## src/rtl/addr_step_pkg.sv

```systemverilog
// Shared types for the stepping address register.
// Burst FSM states and limit-handling mode encodings.
package addr_step_pkg;

    typedef enum logic {
        IDLE,
        BURST
    } state_t;

    localparam int MODE_WRAP = 0;
    localparam int MODE_SAT  = 1;

endpackage

```

## src/rtl/addr_step_calc.sv

```systemverilog
// Combinational next-value and wrap flag generation
// for bounded inc/dec and unbounded relative add.
module addr_step_calc
    import addr_step_pkg::*;
#(
    parameter int WIDTH    = 16,
    parameter int STEP     = 1,
    parameter int SATURATE = MODE_WRAP
) (
    input  logic [WIDTH-1:0] i_cur,
    input  logic [WIDTH-1:0] i_limit,
    input  logic [WIDTH-1:0] i_offset,
    output logic [WIDTH-1:0] o_inc_val,
    output logic             o_inc_wrap,
    output logic [WIDTH-1:0] o_dec_val,
    output logic             o_dec_wrap,
    output logic [WIDTH-1:0] o_add_val,
    output logic             o_add_wrap
);

    localparam logic [WIDTH:0] STEP_X = (WIDTH+1)'(STEP);
    localparam logic [WIDTH:0] ONE_X  = (WIDTH+1)'(1);
    localparam logic [WIDTH-1:0] ONE  = WIDTH'(1);

    logic [WIDTH:0]   w_cur_x;
    logic [WIDTH:0]   w_lim_x;
    logic [WIDTH:0]   w_inc_sum;
    logic [WIDTH:0]   w_inc_wrapv;
    logic             w_inc_over;
    logic [WIDTH:0]   w_dec_diff;
    logic             w_dec_ok;
    logic [WIDTH-1:0] w_dec_wrapv;
    logic [WIDTH:0]   w_add_sum;

    assign w_cur_x     = {1'b0, i_cur};
    assign w_lim_x     = {1'b0, i_limit};
    assign w_inc_sum   = w_cur_x + STEP_X;
    assign w_inc_over  = w_inc_sum > w_lim_x;
    assign w_inc_wrapv = w_inc_sum - (w_lim_x + ONE_X);

    assign o_inc_wrap = w_inc_over;
    assign o_inc_val  = !w_inc_over ? w_inc_sum[WIDTH-1:0] :
                        (SATURATE == MODE_SAT) ? i_limit :
                        w_inc_wrapv[WIDTH-1:0];

    assign w_dec_diff  = w_cur_x - STEP_X;
    assign w_dec_ok    = (w_cur_x >= STEP_X) && (w_dec_diff <= w_lim_x);
    assign w_dec_wrapv = i_cur + i_limit + ONE - STEP_X[WIDTH-1:0];

    assign o_dec_wrap = !w_dec_ok;
    assign o_dec_val  = w_dec_ok ? w_dec_diff[WIDTH-1:0] :
                        (SATURATE == MODE_SAT) ? '0 :
                        w_dec_wrapv;

    // Negative offsets borrow exactly when the unsigned add has no carry.
    assign w_add_sum  = w_cur_x + {1'b0, i_offset};
    assign o_add_val  = w_add_sum[WIDTH-1:0];
    assign o_add_wrap = i_offset[WIDTH-1] ? !w_add_sum[WIDTH] :
                        w_add_sum[WIDTH];

endmodule

```

## src/rtl/addr_step_reg.sv

```systemverilog
// Address/counter register with load, bounded step, relative
// add and an autonomous N-step burst mode.
module addr_step_reg
    import addr_step_pkg::*;
#(
    parameter int                 WIDTH     = 16,
    parameter int                 STEP      = 1,
    parameter int                 LEN_W     = 8,
    parameter int                 SATURATE  = MODE_WRAP,
    parameter logic [WIDTH-1:0]   RESET_VAL = '0
) (
    input  logic             clk,
    input  logic             rst,
    input  logic             write_en,
    input  logic [WIDTH-1:0] datain,
    input  logic             inc,
    input  logic             dec,
    input  logic             add_en,
    input  logic [WIDTH-1:0] offset,
    input  logic [WIDTH-1:0] limit,
    input  logic             burst_start,
    input  logic [LEN_W-1:0] burst_len,
    output logic [WIDTH-1:0] dataout,
    output logic             at_limit,
    output logic             wrapped,
    output logic             busy,
    output logic             done,
    output logic             conflict
);

    state_t           r_state;
    state_t           w_state_nxt;
    logic [LEN_W-1:0] r_cnt;
    logic [LEN_W-1:0] w_cnt_nxt;
    logic [WIDTH-1:0] r_data;
    logic [WIDTH-1:0] w_data_nxt;
    logic             r_wrapped;
    logic             w_wrapped_nxt;
    logic             r_done;
    logic             w_done_nxt;
    logic             r_conflict;
    logic             w_conflict_nxt;

    logic [WIDTH-1:0] w_inc_val;
    logic             w_inc_wrap;
    logic [WIDTH-1:0] w_dec_val;
    logic             w_dec_wrap;
    logic [WIDTH-1:0] w_add_val;
    logic             w_add_wrap;
    logic             w_ctl_any;

    addr_step_calc #(
        .WIDTH    (WIDTH),
        .STEP     (STEP),
        .SATURATE (SATURATE)
    ) u_calc (
        .i_cur      (r_data),
        .i_limit    (limit),
        .i_offset   (offset),
        .o_inc_val  (w_inc_val),
        .o_inc_wrap (w_inc_wrap),
        .o_dec_val  (w_dec_val),
        .o_dec_wrap (w_dec_wrap),
        .o_add_val  (w_add_val),
        .o_add_wrap (w_add_wrap)
    );

    assign w_ctl_any = inc | dec | add_en | burst_start;

    always_comb begin
        w_state_nxt    = r_state;
        w_cnt_nxt      = r_cnt;
        w_data_nxt     = r_data;
        w_wrapped_nxt  = r_wrapped;
        w_done_nxt     = 1'b0;
        w_conflict_nxt = 1'b0;
        if (write_en) begin
            w_data_nxt     = datain;
            w_wrapped_nxt  = 1'b0;
            w_state_nxt    = IDLE;
            w_conflict_nxt = w_ctl_any;
        end else if (r_state == BURST) begin
            w_data_nxt     = w_inc_val;
            w_wrapped_nxt  = r_wrapped | w_inc_wrap;
            w_cnt_nxt      = r_cnt - LEN_W'(1);
            w_conflict_nxt = w_ctl_any;
            if (r_cnt == LEN_W'(1)) begin
                w_state_nxt = IDLE;
                w_done_nxt  = 1'b1;
            end
        end else if (burst_start) begin
            // Starting a burst takes the cycle; other controls are dropped.
            w_cnt_nxt      = burst_len;
            w_conflict_nxt = inc | dec | add_en;
            if (burst_len == '0) begin
                w_done_nxt = 1'b1;
            end else begin
                w_state_nxt = BURST;
            end
        end else if (add_en) begin
            w_data_nxt     = w_add_val;
            w_wrapped_nxt  = r_wrapped | w_add_wrap;
            w_conflict_nxt = inc | dec;
        end else if (inc && dec) begin
            w_conflict_nxt = 1'b1;
        end else if (inc) begin
            w_data_nxt    = w_inc_val;
            w_wrapped_nxt = r_wrapped | w_inc_wrap;
        end else if (dec) begin
            w_data_nxt    = w_dec_val;
            w_wrapped_nxt = r_wrapped | w_dec_wrap;
        end
    end

    always_ff @(posedge clk) begin
        if (rst) begin
            r_state    <= IDLE;
            r_cnt      <= '0;
            r_data     <= RESET_VAL;
            r_wrapped  <= 1'b0;
            r_done     <= 1'b0;
            r_conflict <= 1'b0;
        end else begin
            r_state    <= w_state_nxt;
            r_cnt      <= w_cnt_nxt;
            r_data     <= w_data_nxt;
            r_wrapped  <= w_wrapped_nxt;
            r_done     <= w_done_nxt;
            r_conflict <= w_conflict_nxt;
        end
    end

    assign dataout  = r_data;
    assign at_limit = (r_data == limit);
    assign wrapped  = r_wrapped;
    assign busy     = (r_state == BURST);
    assign done     = r_done;
    assign conflict = r_conflict;

endmodule

```

## config.mk

```make
export PLATFORM = sky130hd
export DESIGN_NAME = addr_step_reg
export DESIGN_NICKNAME = d
export VERILOG_FILES = /design/src/rtl/addr_step_pkg.sv /design/src/rtl/addr_step_calc.sv /design/src/rtl/addr_step_reg.sv
export SDC_FILE = /design/constraint.sdc
export NUM_CORES = 1
export LEC_CHECK = 0
export ABC_AREA = 1
export CORE_ASPECT_RATIO = 1.2
export CORE_UTILIZATION = 60
export CTS_CLUSTER_DIAMETER = 120
export DETAILED_ROUTE_END_ITERATION = 10
export PLACE_DENSITY = 0.94
export SLEW_MARGIN = 10
export SYNTH_ARGS = -nofsm -noshare
export SYNTH_HDL_FRONTEND = slang
export SYNTH_SLANG_ARGS = --single-unit
```

## constraint.sdc

```tcl
create_clock -name clk -period 6.83 [get_ports clk]
set_input_delay 1.366 -clock clk [delete_from_list [all_inputs] [get_ports clk]]
set_output_delay 1.366 -clock clk [all_outputs]
set_load 0.05 [all_outputs]
```

==> flow_summary.ini <==
[final_layout]
fillers = 807
fin_cells = 1144
fin_util = 0.723
nNetsFinal = 1158
drive_gt1_frac = 0.0400
area_delta_synth_final_pct = 16.0
diodes = 0

[sta]
slew_viol_final = 0
relSlewSlack = 0.252
hold_viol_final = 0
setup_ws_ns = 1.81
setup-violations-final = 0
tightestPinTransition_ns = 1.12
fin_crit_sh = 0.735
fin_tns_setup_ns = 0
period_needed_ns = 5.02
max_freq_ghz = 0.199
rsz0062_at_grt = no
fin_skew_ns = 0.00651

[setup_path]
crit_top_cell = clkdlybuf4s50_1
cp.depth = 5
ff2ff_setup_slack_ns = 2.64
endpoint_kind = output port
crit_path_max_fanout = 5
required_ns = 5.46
arrival_ns = 3.65
cp_cell_sequence = clkdlybuf4s50_1, ha_1, or4_1, nor3_1, clkdlybuf4s50_1
cpPeakStageDelay_ns = 0.82
worst_path_max_delay_cell = clkdlybuf4s50_1
cp-start-kind = input port
crit_family = buffers and inverters
ff2ff_path_depth = 17
worst-path-buf-inv = 2
setup.worst_path.class = in -> out

[synth]
synth.distinct_cells = 45
synthMuxAreaShare = 0
synth_top_family_by_area = simple AND/OR/NAND/NOR gates
synth.avg_cell_area_um2 = 5.91
synthAdderAreaFrac = 0.158
synth-xor-area-share = 0.0785
ys.flop_type = dfxtp_1
synth_simple_gate_area_share = 0.374
syn-cell-area_mm2 = 0.00569
yosys_warnings = 0
synth_compound_area_frac = 0.186
synth-seq-area-share = 0.0985
syn_nets = 1095
ys_ff_latch = 28
netlist_instances = 962
synth-async-reset-ratio = 0
synth_edf_count = 0

[routing]
vias_per_cell = 6.00
drt-pass1-iter-count = 6
drtIter0Drc = 763
drtAntennaViolNets = 0
vias = 6869
wl_per_cell_um = 16.3
post-route-drc-count = 0
drt_wl_total_um = 18600

[die]
coreArea_mm2 = 0.00913
io-pin-count = 84
initial_utilization = 0.623
die-height_um = 109
die_x_um = 90.9
dieArea_mm2 = 0.00987
rows = 38

[clock_network]
cts-root-buf = clkbuf_8
clockBufferDepth = 2
insertion_delay_ns = 0.28
htreeDepth = 1
clock-sinks = 28
clk_pin_slew_worst_paths_ns = 0.10
cts_buffers = 3
cts_resized = 0
cts_setup_buffers = 0
hold_buffers = 0
cts_tree = yes

[job]
maxCapViolCount = 0

[outcome]
outcome = finished clean

[place]
dp_hpwl_um = 14600
place_ws_ns = 1.81
port_buffers = 83
dpl.cell_count = 1140
finalWeightedCongestion = 1.10

[power_and_ir_drop]
p_seq_frac = 0.204
p_int_uw = 514
pwr_density_cell_mw_per_mm2 = 161
clockPowerShare = 0.128
power_frac_comb = 0.668
vdd_drop_max_mv = 0.237
swShare = 0.517
p_leak_nw = 3.34
power_switching_uw = 550

[global_route]
grt_pass1_wl_um = 29300
antenna_found_initial = 0
grt_use_met3 = 0.0467
gr-total-overflow = 0
track_usage = 0.371
top_usage_layer = met2
grt_max_degree = 31
grt_pass1_vias = 6363
use_met1 = 0.445
grtUsageMet2 = 0.622

[worst_hold_path]
hp-class = reg -> reg
hold_depth = 2
-- cell type report --
class / instances / area [um^2] / area share
multi-input combinational: 789 / 4530 / 0.686
timing repair buffer: 85 / 846 / 0.128
sequential: 28 / 561 / 0.0850
inverter: 118 / 443 / 0.0671
tap: 120 / 150 / 0.0228
clock buffer: 3 / 41.3 / 0.00626
clock inverter: 1 / 30.0 / 0.00455
-- Yosys cell counts (4+ instances only) --
master / number / area, um^2
nand3_1: 84 / 420
nor2_1: 78 / 293
nor2_4: 6 / 67.6
a21o_1: 6 / 45.0
xnor2_1: 8 / 70.1
nor2_2: 4 / 25.0
nand2_2: 8 / 50.1
o211ai_1: 4 / 30.0
nand4_1: 6 / 37.5
o21ai_1: 6 / 30.0
o21ai_0: 50 / 250
xor2_1: 43 / 377
nand2_1: 252 / 946
dfxtp_1: 28 / 561
a21oi_1: 91 / 455
a31oi_1: 10 / 62.6
nand2_4: 6 / 67.6
nor3_1: 16 / 80.1
inv_1: 118 / 443
nor4_1: 6 / 37.5
or2_2: 4 / 25.0
clkbuf_1: 14 / 52.6
a22oi_1: 8 / 60.1
buf_2: 6 / 30.0
ha_1: 67 / 838
-- flip-flops by register name, summed over array words and instances (netlist names) --
name / count
done: 1
wrapped: 1
r_cnt: 8
conflict: 1
dataout: 16
busy: 1
-- per-stage QoR --
stage | power [mW] | hold slack [ns] | area (um^2)
after floorplan | 0.719 | 0.450 | 5690
after global placement | 0.892 | 0.465 | 6530
after detailed placement | 0.905 | 0.467 | 6530
after CTS | 1.04 | 0.479 | 6600
after global routing | 1.14 | 0.532 | 6600
final | 1.06 | 0.481 | 6600
-- layer usage --
layer	wire (um)	part of all wire
met1	7220	0.39
met3	1720	0.092
met5	0	0
met4	1330	0.071
met2	8370	0.45
-- worst register-to-register path, delay by kind of cell (launching register included) --
kind / cells / cell delay (ns)
AND/OR/NAND/NOR: 11 / 1.96
flip-flops: 1 / 0.74
AO/OA/AOI/OAI: 2 / 0.51
adder cells (fa/ha/maj): 1 / 0.40
buffers and inverters: 2 / 0.32
XOR/XNOR: 1 / 0.12
-- power groups by stage --
stage	clock network [mW]	logic, mW	registers, mW
after detailed placement	0	0.688	0.218
after CTS	0.134	0.692	0.214
final	0.136	0.711	0.217
after global routing	0.139	0.783	0.217
after floorplan	0	0.486	0.233
after global placement	0	0.674	0.218
-- logic make-up (layout without fill, tap and decap cells) --
kind of cell             count (synthesis)  in the layout
flip-flops                              28             28
adder cells (fa/ha/maj)                 70             70
XOR/XNOR                                51             51
buffers and inverters                  145            207
AO/OA/AOI/OAI                          190            190
AND/OR/NAND/NOR                        478            478
-- cells in the final DEF (no fill, tap or decap), types with 4 or more instances in the layout --
cell / synthesis / layout
xnor2_1: 8 / 8
ha_1: 67 / 67
nor2_2: 4 / 4
o211ai_1: 4 / 4
dfxtp_1: 28 / 28
nand2_2: 8 / 8
xor2_1: 43 / 43
nand4_1: 6 / 6
nor2_1: 78 / 78
o21ai_1: 6 / 6
a22oi_1: 8 / 8
nor2_4: 6 / 6
a31oi_1: 10 / 10
nand2_4: 6 / 6
a21oi_1: 91 / 91
nand2_1: 252 / 252
nor3_1: 16 / 16
clkdlybuf4s50_1: 0 / 83
nand3_1: 84 / 84
o21ai_0: 50 / 50
a21o_1: 6 / 6
inv_1: 118 / 118
nor4_1: 6 / 6
or2_2: 4 / 4
-- worst paths after layout --
check | start | endpoint
worst max-delay path | limit[11] | at_limit
worst min-delay path | r_cnt[5] | r_cnt[5]
worst max register to register | dataout[2] | dataout[1]
worst min register to register | r_cnt[5] | r_cnt[5]
No activity file was read; power rests on OpenSTA's default activity.
